<file path="src/rtl/vga_timing_gen.sv">
// vga_timing_gen
// Parametrised VGA raster timing generator. A clock divider makes one pixel
// tick every CLK_DIV cycles of clk_50MHz. Each tick advances the horizontal
// and vertical counters. Every output is registered and decoded from the new
// count values at the same edge, so the flags never lag the counts.
//
// Ports:
//   clk_50MHz   in   system clock; all logic runs on the rising edge
//   clear       in   synchronous active-high reset; overrides enable
//   enable      in   1 = run; 0 = hold the divider, counts and levels, and force strobes low
//   pix_en      out  1-cycle strobe after a pixel tick
//   h_count     out  pixel column, 0..H_TOTAL-1
//   v_count     out  line, 0..V_TOTAL-1
//   h_sync      out  horizontal sync; H_SYNC_POL while active
//   v_sync      out  vertical sync; V_SYNC_POL while active
//   h_disp      out  h_count < H_DISP
//   v_disp      out  v_count < V_DISP
//   bright      out  h_disp & v_disp
//   line_start  out  pix_en strobe where h_count became 0
//   frame_start out  pix_en strobe where (h_count, v_count) became (0, 0)
module vga_timing_gen #(
    parameter int H_DISP     = 640,
    parameter int H_FP       = 16,
    parameter int H_PW       = 96,
    parameter int H_BP       = 48,
    parameter int V_DISP     = 480,
    parameter int V_FP       = 10,
    parameter int V_PW       = 2,
    parameter int V_BP       = 33,
    parameter int CLK_DIV    = 2,
    parameter bit H_SYNC_POL = 1'b0,
    parameter bit V_SYNC_POL = 1'b0,
    parameter int CNT_W      = 10
) (
    input  logic             clk_50MHz,
    input  logic             clear,
    input  logic             enable,
    output logic             pix_en,
    output logic [CNT_W-1:0] h_count,
    output logic [CNT_W-1:0] v_count,
    output logic             h_sync,
    output logic             v_sync,
    output logic             h_disp,
    output logic             v_disp,
    output logic             bright,
    output logic             line_start,
    output logic             frame_start
);

    localparam int H_TOTAL = H_DISP + H_FP + H_PW + H_BP;
    localparam int V_TOTAL = V_DISP + V_FP + V_PW + V_BP;
    localparam int H_SYNC_LO = H_DISP + H_FP;
    localparam int H_SYNC_HI = H_DISP + H_FP + H_PW;
    localparam int V_SYNC_LO = V_DISP + V_FP;
    localparam int V_SYNC_HI = V_DISP + V_FP + V_PW;
    // A divide-by-1 still needs a 1-bit counter; it simply stays at zero.
    localparam int DIV_W = (CLK_DIV > 1) ? $clog2(CLK_DIV) : 1;
    localparam logic [DIV_W-1:0] DIV_LAST = DIV_W'(CLK_DIV - 1);
    localparam logic [CNT_W-1:0] H_LAST = CNT_W'(H_TOTAL - 1);
    localparam logic [CNT_W-1:0] V_LAST = CNT_W'(V_TOTAL - 1);

    // Reject parameter sets that cannot work.
    generate
        if (CLK_DIV < 1) begin : g_bad_div
            $error("vga_timing_gen: CLK_DIV must be >= 1");
        end
        if (H_TOTAL > (2 ** CNT_W) || V_TOTAL > (2 ** CNT_W)) begin : g_bad_width
            $error("vga_timing_gen: CNT_W too narrow for H_TOTAL/V_TOTAL");
        end
    endgenerate

    // Return 1 when lo <= cnt < hi. The count is widened to int so that a
    // bound equal to 2**CNT_W compares correctly.
    function automatic logic in_range(input logic [CNT_W-1:0] cnt, input int lo, input int hi);
        return (int'(cnt) >= lo) && (int'(cnt) < hi);
    endfunction

    logic [DIV_W-1:0] div_cnt_r;
    logic             tick_s;
    logic             h_wrap_s;
    logic [CNT_W-1:0] h_next_s;
    logic [CNT_W-1:0] v_next_s;

    // Find the pixel tick and the counter values that the tick would load.
    always_comb begin
        tick_s   = enable && (div_cnt_r == DIV_LAST);
        h_wrap_s = (h_count == H_LAST);
        h_next_s = h_count;
        v_next_s = v_count;
        if (h_wrap_s) begin
            h_next_s = '0;
            if (v_count == V_LAST) begin
                v_next_s = '0;
            end else begin
                v_next_s = v_count + CNT_W'(1);
            end
        end else begin
            h_next_s = h_count + CNT_W'(1);
        end
    end

    // Registers for the divider, the counters, and all outputs decoded from the new counts.
    always_ff @(posedge clk_50MHz) begin
        if (clear) begin
            div_cnt_r   <= '0;
            h_count     <= H_LAST;
            v_count     <= V_LAST;
            h_sync      <= ~H_SYNC_POL;
            v_sync      <= ~V_SYNC_POL;
            h_disp      <= 1'b0;
            v_disp      <= 1'b0;
            bright      <= 1'b0;
            pix_en      <= 1'b0;
            line_start  <= 1'b0;
            frame_start <= 1'b0;
        end else if (enable) begin
            div_cnt_r   <= tick_s ? '0 : div_cnt_r + DIV_W'(1);
            pix_en      <= tick_s;
            line_start  <= tick_s && (h_next_s == '0);
            frame_start <= tick_s && (h_next_s == '0) && (v_next_s == '0);
            if (tick_s) begin
                h_count <= h_next_s;
                v_count <= v_next_s;
                h_sync  <= in_range(h_next_s, H_SYNC_LO, H_SYNC_HI) ? H_SYNC_POL : ~H_SYNC_POL;
                v_sync  <= in_range(v_next_s, V_SYNC_LO, V_SYNC_HI) ? V_SYNC_POL : ~V_SYNC_POL;
                h_disp  <= in_range(h_next_s, 0, H_DISP);
                v_disp  <= in_range(v_next_s, 0, V_DISP);
                bright  <= in_range(h_next_s, 0, H_DISP) && in_range(v_next_s, 0, V_DISP);
            end
        end else begin
            // Frozen: levels and the divider phase hold, and strobes drop.
            pix_en      <= 1'b0;
            line_start  <= 1'b0;
            frame_start <= 1'b0;
        end
    end

endmodule
</file>
<file path="config.mk">
export PLATFORM = sky130hd
export DESIGN_NAME = vga_timing_gen
export DESIGN_NICKNAME = d
export VERILOG_FILES = /design/src/rtl/vga_timing_gen.sv
export SDC_FILE = /design/constraint.sdc
export NUM_CORES = 1
export LEC_CHECK = 0
export CAP_MARGIN = 10
export CORE_ASPECT_RATIO = 0.8
export CORE_UTILIZATION = 49
export CTS_BUF_LIST = sky130_fd_sc_hd__clkbuf_4
export DETAILED_ROUTE_END_ITERATION = 7
export PLACE_DENSITY = 0.78
export REMOVE_ABC_BUFFERS = 1
export SYNTH_ARGS = -nofsm -noshare
export SYNTH_HDL_FRONTEND = slang
export SYNTH_SLANG_ARGS = --single-unit
</file>
<file path="constraint.sdc">
create_clock -name clk_50MHz -period 2.4 [get_ports clk_50MHz]
set_input_delay 0.36 -clock clk_50MHz [delete_from_list [all_inputs] [get_ports clk_50MHz]]
set_output_delay 0.36 -clock clk_50MHz [all_outputs]
set_load 0.01 [all_outputs]
</file>
==> results.sh <==
export IMPL_seqPwrFrac_pct=42.3
export IMPL_regArea_um2=581
export IMPL_synth_area_um2=1800
export IMPL_antenna_found_initial=0
export IMPL_rsz0062_at_grt="false"
export IMPL_intPower_mw=0.820
export IMPL_final_layout_size_suffix_gt1_share_pct=18.0
export IMPL_max_cap_violations=0
export IMPL_grt_pass1_vias=1592
export IMPL_grt_overflow_total=0
export IMPL_synth_top_area_cell="dfxtp_1"
export IMPL_slew_headroom_pct=67.0
export IMPL_clkSinkCount=29
export IMPL_place_congestion=0.920
export IMPL_worst_path_buf_inv=0
export IMPL_worst_r2r_path_depth=7
export IMPL_irDropWorstVdd_v=0.000338
export IMPL_worstSetupEndpointType="register"
export IMPL_cpMaxStageDelayCell="or4_4"
export IMPL_maxSlewViolCount=0
export IMPL_post_route_period_util_pct=95.3
export IMPL_power_mw=1.25
export IMPL_grt_max_degree=26
export IMPL_final_antenna_net_count=0
export IMPL_clk_latency_ns=0.33
export IMPL_yosysWarnings=0
export IMPL_initial_core_util_pct=51.9
export IMPL_reg2reg_to="bright"
export IMPL_yosysSeqAreaShare_pct=32.2
export IMPL_grt_pass1_wl_mm=7.36
export IMPL_ys_flop_type="dfxtp_1"
export IMPL_synth_top_family_by_area="simple AND/OR/NAND/NOR gates"
export IMPL_syn_to_final_growth_pct=28.1
export IMPL_cp_top_family="simple AND/OR/NAND/NOR gates"
export IMPL_ys_ff_latch=29
export IMPL_cts_buffers=5
export IMPL_hpwl_mm=3.22
export IMPL_rr_startpoint="h_count[0]"
export IMPL_io_buffers=30
export IMPL_dr_pass1_iters=4
export IMPL_setup_slack_ns=0.112
export IMPL_die_y_um=56.2
export IMPL_num_vias=1782
export IMPL_dp_slack_ns=0.0523
export IMPL_max_freq_ghz=0.437
export IMPL_synth_most_common_cell="dfxtp_1"
export IMPL_syn_inst=220
export IMPL_worstPathRequired_ns=2.63
export IMPL_holdWs_ns=0.459
export IMPL_cts_tree="built"
export IMPL_muxShareOfSynthArea_pct=1.11
export IMPL_yosys_area_top_type_share_pct=32.2
export IMPL_synth_adder_area_share_pct=2.78
export IMPL_power_density_nw_per_um2=540
export IMPL_start_kind="register"
export IMPL_crit_type="register to register"
export IMPL_crit_chain="ha_1, nand4_2, or4_4, or4_1, a211oi_1, nor2_1, a22o_1"
export IMPL_ys_types=55
export IMPL_wl_per_cell_um=14.1
export IMPL_netlist_top_cells_count="29 x dfxtp_1, 21 x nand2_1, 19 x nor2_1, 16 x nand3_1, 11 x clkbuf_1"
export IMPL_arrival_ns=2.52
export IMPL_crit_end="bright"
export IMPL_viasPerCell=5.77
export IMPL_fp_row_count=19
export IMPL_die_x_um=69.8
export IMPL_hold_violations=0
export IMPL_drc=0
export IMPL_nFillCells=316
export IMPL_final_util_pct=66.5
export IMPL_h_tree_depth=2
export IMPL_synthArstFlopShare_pct=0
export IMPL_synthXorXnorAreaFrac_pct=6.32
export IMPL_drt_iter0_markers=147
export IMPL_ioPinCount=31
export IMPL_clkPwrFrac_pct=23.4
export IMPL_synthSimpleGateAreaFrac_pct=31.6
export IMPL_cts_root_buffer="clkbuf_4"
export IMPL_drt_wl_total_mm=4.36
export IMPL_clock_skew_final_ns=0.00364
export IMPL_synth_compound_area_share_pct=18.8
export IMPL_pwr_share_comb_pct=34.2
export IMPL_rrSetupSlack_ns=0.11
export IMPL_cts_buffer_depth=2
export IMPL_status="complete, no violations"
export IMPL_power_switching_mw=0.426
export IMPL_diodes=0
export IMPL_die_area_um2=3920
export IMPL_post_cts_buffers=0
export IMPL_coreArea_um2=3470
export IMPL_synth_avg_cell_area_um2=8.19
export IMPL_fin_crit_ns=2.29
export IMPL_synth_area_top_cells="dfxtp_1 32%, nand3_1 4.4%, nand2_1 4.4%"
export IMPL_cpPeakStageDelay_ns=0.47
export IMPL_p_leak_nw=0.905
export IMPL_crit_cells=7
export IMPL_grt_usage_pct=23.4
export IMPL_setup_viol=0
export IMPL_startpoint="h_count[0]"
export IMPL_nNetsFinal=273
export IMPL_hold_path_class="register to register"
export IMPL_synth_edff_count=0
export IMPL_critPathMaxFanout=5
export IMPL_worst_slew_pin_slew_ns=0.491
export IMPL_cts_clk_slew_worst_paths_ns=0.10
export IMPL_multi_input_area_um2=1100
export IMPL_switching_share_pct=34.2
[flip-flops by register name, summed over array words and instances (netlist names)]
register / count
div_cnt_r: 1
h_count: 10
h_disp: 1
v_sync: 1
pix_en: 1
line_start: 1
h_sync: 1
frame_start: 1
bright: 1
v_count: 10
v_disp: 1
[final cells by class]
| type | instances | share of cell area [%] |
|---|---|---|
| Multi-Input combinational cell | 168 | 47.6 |
| Sequential cell | 29 | 25.1 |
| Timing Repair Buffer | 57 | 21.8 |
| Tap cell | 42 | 2.28 |
| Clock buffer | 5 | 1.63 |
| Inverter | 5 | 0.813 |
| Clock inverter | 3 | 0.759 |
[cell usage in the layout, fill, tap and decap left out, types with 4 or more instances in the layout]
cell,synthesis,routed
clkdlybuf4s50_1,0,30
ha_1,4,4
a21oi_1,8,8
o21ai_0,9,9
dfxtp_1,29,29
nand2_1,21,21
xnor2_1,6,6
buf_4,2,27
nand4_1,7,7
xor2_1,7,7
inv_1,5,5
nand3b_1,4,4
nand3_1,16,16
clkbuf_4,0,5
o31ai_1,4,4
nor3_1,8,8
nor2_1,19,19
and3_1,5,5
[stage by stage]
step / setup TNS [ns] / std cells / instance area [µm²]
after floorplan: -1.04 / 202 / 1690
after global placement: 0 / 301 / 2250
after detailed placement: 0 / 301 / 2250
after CTS: 0 / 309 / 2300
after global routing: 0 / 309 / 2310
final: 0 / 309 / 2310
[power by group through the flow]
stage	combinational (mW)	clock, mW	sequential, mW
6_report	0.427	0.292	0.527
5_1_grt	0.465	0.329	0.531
4_1_cts	0.418	0.299	0.527
3_5_place_dp	0.416	0	0.539
3_3_place_gp	0.412	0	0.538
2_1_floorplan	0.222	0	0.556
[kinds of logic after synthesis]
| kind of cell | Yosys count |
|---|---|
| flops | 29 |
| buf+inv | 23 |
| xor+xnor | 13 |
| mux | 2 |
| compound gates | 47 |
| fa+ha+maj | 4 |
| simple gates | 102 |
[worst min-delay path by stage]
stage | startpoint | depth (start not counted) | slack [ns] | to
after floorplan | clear | 1 | 0.43 | v_count[0]
after global placement | h_disp | 1 | 0.44 | h_disp
after detailed placement | h_disp | 1 | 0.44 | h_disp
after CTS | h_disp | 1 | 0.46 | h_disp
after global routing | v_disp | 1 | 0.51 | v_disp
final | h_disp | 1 | 0.46 | h_disp
[per-layer routing]
layer / wire length (µm) / vias up / GRT usage, %
li1: - / 896 / -
met1: 2220 / 827 / 34.3
met2: 1860 / 52 / 34.8
met3: 248 / 7 / 5.43
met4: 36 / 0 / 5.43
met5: 0 / - / 0
[timing repair]
action / in CTS / in global routing
setup endpoints to repair: 0 / 1
hold buffers: 0 / 0
resized for setup: 0 / 2
No activity file was read; power rests on OpenSTA's default activity.
